[config.mk]
export PLATFORM = sky130hd
export DESIGN_NAME = fetch_sequencer
export DESIGN_NICKNAME = d
export VERILOG_FILES = /design/src/rtl/fetch_sequencer.sv
export SDC_FILE = /design/constraint.sdc
export NUM_CORES = 1
export LEC_CHECK = 0
export ABC_AREA = 0
export BUFFER_PORTS_ARGS = -buffer_cell sky130_fd_sc_hd__clkbuf_2
export CAP_MARGIN = 25
export CORE_MARGIN = 10
export CORE_UTILIZATION = 59
export DETAILED_ROUTE_END_ITERATION = 8
export GPL_TIMING_DRIVEN = 0
export HOLD_SLACK_MARGIN = 0.06
export MAX_ROUTING_LAYER = met4
export PLACE_DENSITY = 0.9
export SLEW_MARGIN = 25
export SYNTH_ARGS = -nofsm -noshare
export SYNTH_HDL_FRONTEND = slang
export SYNTH_SLANG_ARGS = --single-unit
[constraint.sdc]
create_clock -name clk -period 17.5 [get_ports clk]
set_clock_uncertainty 0.2 [all_clocks]
set_input_delay 0.875 -clock clk [delete_from_list [all_inputs] [get_ports clk]]
set_output_delay 0.875 -clock clk [all_outputs]
set_load 0.01 [all_outputs]
[src/rtl/fetch_sequencer.sv]
// Instruction fetch controller: issues one outstanding imem request at a time,
// buffers {pc, inst} pairs in a 2-entry FIFO toward decode, and handles redirects.
module fetch_sequencer #(
    parameter logic [31:0] RESET_PC  = 32'h0000_0000,
    parameter int unsigned BUF_DEPTH = 2
) (
    input  logic        clk,
    input  logic        reset,
    input  logic        redirect_valid,
    input  logic [31:0] redirect_pc,
    output logic        imem_req_valid,
    input  logic        imem_req_ready,
    output logic [31:0] imem_req_addr,
    input  logic        imem_resp_valid,
    input  logic [31:0] imem_resp_data,
    output logic        out_valid,
    input  logic        out_ready,
    output logic [31:0] out_pc,
    output logic [31:0] out_inst
);

    localparam int unsigned XLEN  = 32;
    localparam int unsigned CNT_W = 2;
    localparam logic [CNT_W-1:0] FULL    = CNT_W'(BUF_DEPTH);
    localparam logic [XLEN-1:0]  PC_STEP = XLEN'(4);

    // DRAIN: a request is in flight whose response must be thrown away
    typedef enum logic [1:0] {
        S_FETCH = 2'd0,
        S_WAIT  = 2'd1,
        S_DRAIN = 2'd2
    } state_t;

    state_t state;
    state_t state_next;

    logic [XLEN-1:0]  fetch_pc;
    logic [XLEN-1:0]  req_pc;
    logic [CNT_W-1:0] count;
    logic             rd_ptr;
    logic             wr_ptr;
    logic [XLEN-1:0]  buf_pc   [BUF_DEPTH];
    logic [XLEN-1:0]  buf_inst [BUF_DEPTH];

    logic accept;
    logic push;
    logic pop;

    // State register
    always_ff @(posedge clk or posedge reset) begin
        if (reset) begin
            state <= S_FETCH;
        end else begin
            state <= state_next;
        end
    end

    // Next-state logic; a redirect turns any in-flight request into one to drain
    always_comb begin
        state_next = state;
        case (state)
            S_FETCH: begin
                if (accept) begin
                    state_next = redirect_valid ? S_DRAIN : S_WAIT;
                end
            end
            S_WAIT: begin
                if (imem_resp_valid) begin
                    state_next = S_FETCH;
                end else if (redirect_valid) begin
                    state_next = S_DRAIN;
                end
            end
            S_DRAIN: begin
                if (imem_resp_valid) begin
                    state_next = S_FETCH;
                end
            end
            default: state_next = S_FETCH;
        endcase
    end

    // Output and handshake decode
    always_comb begin
        imem_req_valid = 1'b0;
        imem_req_addr  = fetch_pc;
        out_valid      = 1'b0;
        out_pc         = buf_pc[rd_ptr];
        out_inst       = buf_inst[rd_ptr];
        accept         = 1'b0;
        push           = 1'b0;
        pop            = 1'b0;

        imem_req_valid = (state == S_FETCH) && (count < FULL) && !reset;
        accept         = imem_req_valid && imem_req_ready;
        out_valid      = (count != '0);
        push           = (state == S_WAIT) && imem_resp_valid && !redirect_valid;
        pop            = out_valid && out_ready && !redirect_valid;
    end

    // Fetch PC and the PC of the outstanding request; redirect wins over increment
    always_ff @(posedge clk or posedge reset) begin
        if (reset) begin
            fetch_pc <= RESET_PC;
            req_pc   <= '0;
        end else begin
            if (redirect_valid) begin
                fetch_pc <= redirect_pc;
            end else if (accept) begin
                fetch_pc <= fetch_pc + PC_STEP;
            end
            if (accept) begin
                req_pc <= fetch_pc;
            end
        end
    end

    // FIFO occupancy and pointers; a redirect flushes and cancels push/pop
    always_ff @(posedge clk or posedge reset) begin
        if (reset) begin
            count  <= '0;
            rd_ptr <= 1'b0;
            wr_ptr <= 1'b0;
        end else if (redirect_valid) begin
            count  <= '0;
            rd_ptr <= 1'b0;
            wr_ptr <= 1'b0;
        end else begin
            if (push) begin
                wr_ptr <= ~wr_ptr;
            end
            if (pop) begin
                rd_ptr <= ~rd_ptr;
            end
            case ({push, pop})
                2'b10:   count <= count + CNT_W'(1);
                2'b01:   count <= count - CNT_W'(1);
                default: count <= count;
            endcase
        end
    end

    // FIFO storage; contents are only meaningful where count says so
    always_ff @(posedge clk) begin
        if (push) begin
            buf_pc[wr_ptr]   <= req_pc;
            buf_inst[wr_ptr] <= imem_resp_data;
        end
    end

endmodule

# [After elaboration in Yosys (flattened, before gate mapping)]
# Memories as Yosys holds them, arrays and structs flattened.
# Index checks and enable logic that the tools add are counted.
[classes] n_div=0 shift=0 bitwise=2 n_lt_le_gt_ge=1 eq_ne=7 n_reduce_logical=16 muxes=16 addsub=3 n_mul=0
[ops] operator="32-bit two-way mux" count=2
[ops] operator="32-bit by 3-bit adder with 32-bit output (second input constant)" count=1
[ops] operator="2-bit two-way mux" count=6
[ops] operator="2-bit nonzero test" count=4
[ops] operator="1-bit logical AND" count=7
[ops] operator="1-bit two-way mux" count=6
[ops] operator="2-bit case mux with 3 select lines" count=1
[ops] operator="2-bit by 1-bit equality test with 1-bit output (second input constant)" count=2
[ops] operator="2-bit equality test (second input constant)" count=2
[ops] operator="2-bit != test (second input constant)" count=2
[ops] operator="2-bit case mux with 2 select lines" count=1
[ops] operator="3-bit != test (second input constant)" count=1
[ops] operator="3-bit AND reduction" count=1
[ops] operator="3-bit nonzero test" count=1
[ops] operator="2-bit by 1-bit adder with 2-bit output (second input constant)" count=1
[ops] operator="1-bit logical NOT" count=2
[ops] operator="2-bit logical NOT" count=1
[ops] operator="2-bit < comparator (second input constant)" count=1
[ops] operator="1-bit inverter" count=2
[ops] operator="2-bit by 1-bit subtractor with 2-bit output (second input constant)" count=1
[word_totals] ramBits=128 wordCells=53 mem_count=2 latch_bits=0 output_inout_bits=98 rom_bits=0 inputBits=70 regBits=70
[mem_list] name="buf_inst" depth=2 word_bits=32 rd=1 rd_clocked_by_memory_dff=0 write_ports=1 line="43" text="logic [XLEN-1:0] buf_inst [BUF_DEPTH];"
[mem_list] name="buf_pc" depth=2 word_bits=32 rd=1 rd_clocked_by_memory_dff=0 write_ports=1 line="42" text="logic [XLEN-1:0] buf_pc [BUF_DEPTH];"

# [Longest topological paths before layout]
[depth] ltp_word=6 mapped_depth=7 ltp_nobuf=5

# [Least setup slack after synthesis]
# Ideal clock, no wire load.
[synth_path] path_kind="input to register" from="input port redirect_valid" to="memory buf_inst[1][0] (enable)" required_ns=16.722 n_path_buf=3 slack_ns=10.540 arrival_time_ns=6.182 path_stages=4 setup_time_ns=0.578 path_cell_list="clkbuf_1 clkbuf_1 buf_1 nor3b_1"
[synth_via] elab_chain_cells=4
[synth_rtl] item="start: declaration" line="9" text="input logic redirect_valid,"
[synth_rtl] item="1-bit logical NOT" line="97" text="push = (state == S_WAIT) && imem_resp_valid && !redirect_valid;"
[synth_rtl] item="1-bit logical AND" line="97"
[synth_rtl] item="1-bit two-way mux" line="145" text="if (push) begin"
[synth_rtl] item="1-bit two-way mux (implied by the code)" line="147" text="buf_inst[wr_ptr] <= imem_resp_data;"
[synth_rtl] item="end: declaration" line="43"
# Every way passes these cells.

# [Final worst setup path]
[layout_path] from="register rd_ptr" to="output port out_pc[22]"
[layout_via] elab_chain_cells=1
[layout_rtl] item="start: declaration" line="40" text="logic rd_ptr;"
[layout_rtl] item="start signal: assignment" line="133" text="rd_ptr <= ~rd_ptr;"
[layout_rtl] item="memory read 2 x 32 bit"
[layout_rtl] item="end: declaration" line="18" text="output logic [31:0] out_pc,"
# Every way passes these cells.

==> results.cfg <==
[cts]
cts_tree = done
htreeDepth = 4
cts_sinks = 198
ctsHoldBuffers = 0
postCtsSetupBuffers = 0
clkLatencyLatePin_ns = 0.43
clockRootBuffer = clkbuf_16
cts-resized-gates = 0
cts_inserted_buffers = 17
clkTransAtPathRegs_ns = 0.06
clock_path_buffers = 2

[critical_path]
slowest_stage = clkbuf_1
critPathRequiredTime_ns = 16.43
endpoint_kind = primary output
crit_fanout = 10
reg2reg_from = state[1]$_DFFE_PP0P_
critical_path_arrival_ns = 2.36
cpPeakStageDelay_ns = 0.57
crit_start = rd_ptr$_DFFE_PP0P_
cp_common_cell = clkbuf_1
start_kind = flop
critPathKind = reg2out
path_cells = clkbuf_1, clkbuf_1, mux2_2, clkbuf_2

[floorplanning]
die_w_um = 137
core_sq_mm = 0.0133
die_h_um = 137
fp-row-count = 42
dieArea_sq_mm = 0.0187
ios = 168
initial_core_util_pct = 60.3

[power_and_ir_drop]
sw_frac_of_total_pct = 22.2
switching_power_mw = 0.234
power.internal_mw = 0.819
power_frac_seq_pct = 54.3
p_total_mw = 1.05
vdd_drop_max_mv = 0.0645
p_leak_nw = 3.83
clock_power_share_pct = 37.0
power_density_mw_per_mm2 = 107
combPwrFrac_pct = 8.7

[yosys]
syn_inst = 512
synth_top_area_share_pct = 47.9
synth_area_per_cell_sq_um = 15.7
synth-seq-cells = 198
synth.area.top_cells = edfxtp_1 (48%), dfrtp_1 (22%), mux2_2 (14%)
async_reset_ff_share_pct = 35.4
synth_nets = 583
ys_types = 46
synth_ff_type = edfxtp_1
ys_seq_area_share_pct = 69.8
yosys_warnings = 0
synth-edff-count = 128
synth_top_area_cell = edfxtp_1
syn_area_sq_mm = 0.00802

[drt]
drt-wirelength-per-cell_um = 20.7
dr.pass1.iters = 6
num_vias = 5286
drc = 0
viasPerCell = 5.86
drtIter0Drc = 495
wl_um = 18700
postRouteAntennaNets = 0

[final_layout]
final_cells = 902
diodes = 0
area_growth_pct = 22.5
multi_input_area_sq_mm = 0.00230
final_cell_mix = clkbuf_2 (167), edfxtp_1 (128), mux2_2 (97)
fin_util_pct = 73.9
fill_cells = 850
fin_nets = 784
drive_above_1_share_pct = 44.4
final_common_cell = clkbuf_2
seqCellArea_sq_mm = 0.00560

[worst_hold_path]
holdCritStartpoint = req_pc[20]$_DFFE_PP0P_
worstHoldPathType = reg2reg

[run_status]
outcome = completed

[grt]
antenna_found_initial = 0
grt_max_degree = 39
overflow = 0
grt_pass1_vias = 5467
grt_pass1_wl_um = 28500
track_usage_pct = 20.6

[timing]
final-hold-violation-count = 0
fin_crit_sh_pct = 19.6
tightestPinTransition_ns = 0.739
timing.final.ws_setup_ns = 14.06
max_clock_freq_ghz = 0.291
setup_viol = 0
setup_tns_ns = 0
relSlewSlack_pct = 50.4
report.final.slew_viol_count = 0
rsz0062_at_grt = no
period_minus_slack_ns = 3.44

[flow_run]
maxCapViolCount = 0

[place]
hpwl_um = 13500
port_buffers = 167
pre_cts_slack_ns = 13.73
gp_congestion = 0.826
dp_cells = 870
cell usage after synthesis (5+ instances only):
| master | instances |
|---|---|
| o31ai_1 | 10 |
| inv_1 | 5 |
| nor2_1 | 18 |
| a31oi_1 | 12 |
| nand3_1 | 10 |
| clkbuf_1 | 16 |
| o21ai_0 | 14 |
| edfxtp_1 | 128 |
| mux2_2 | 97 |
| xor2_1 | 11 |
| or4_1 | 15 |
| nand2_1 | 32 |
| and4_1 | 6 |
| nand4_1 | 17 |
| dfrtp_1 | 70 |
| o211ai_1 | 5 |
per-stage QoR:
step	instance area [sq um]	hold slack, ns
after global placement	9070	0.244
after global routing	9820	0.285
after detailed placement	9230	0.253
after floorplan	8020	0.237
after CTS	9820	0.265
final	9820	0.264
flip-flops by register name, indices dropped and copies added, names as in the netlist:
name,cells
buf_inst,64
buf_pc,64
imem_req_addr,32
req_pc,32
count,2
state,2
rd_ptr,1
wr_ptr,1
power groups by stage:
| stage | sequential (mW) | clock (mW) | combinational (mW) |
|---|---|---|---|
| after floorplan | 0.575 | 0 | 0.0534 |
| after global placement | 0.577 | 0 | 0.0860 |
| after detailed placement | 0.581 | 0 | 0.0912 |
| after CTS | 0.572 | 0.394 | 0.0924 |
| after global routing | 0.576 | 0.417 | 0.0997 |
| final | 0.572 | 0.390 | 0.0913 |
final timing paths:
kind                                                  to  slack [ns]  depth (start not counted)
hold reg to reg                  buf_pc[0][20]$_DFFE_PP_        0.26                          0
setup / recovery                              out_pc[22]       14.06                          4
max in group asynchronous  imem_req_addr[28]$_DFFE_PP0P_       16.26                          3
setup reg to reg                 buf_pc[0][18]$_DFFE_PP_       14.81                          6
min in group asynchronous         req_pc[12]$_DFFE_PP0P_        0.28                          2
hold / removal                   buf_pc[0][20]$_DFFE_PP_        0.26                          0
critical path: cells and delay by family (launching register included):
| kind | cells | cell delay [ns] |
|---|---|---|
| buffers and inverters | 3 | 1.17 |
| muxes | 1 | 0.43 |
| DFF | 1 | 0.34 |
final cells by class:
type / count / area share, %
Tap cell: 176 / 2.24
Clock buffer: 24 / 4.80
Timing Repair Buffer: 182 / 9.94
Buffer: 23 / 1.10
Sequential cell: 198 / 57.0
Clock inverter: 8 / 1.25
Multi-Input combinational cell: 285 / 23.4
Inverter: 6 / 0.306
per-layer routing:
layer	vias up	track usage, %	routed length, um
li1	2386	-	-
met1	2615	25.1	7540
met2	247	33.2	9250
met3	38	4.95	1560
met4	0	7.22	297
met5	-	-	0
logic make-up after synthesis:
| family | share of synthesized area (%) |
|---|---|
| adders and majority gates | 0.156 |
| muxes | 13.9 |
| buffers and inverters | 1.69 |
| and+or+nand+nor | 8.87 |
| xor gates and xnor gates | 1.42 |
| DFF | 69.8 |
| AOI/OAI and AO/OA | 4.20 |
Power figures use the tool's default switching activity.
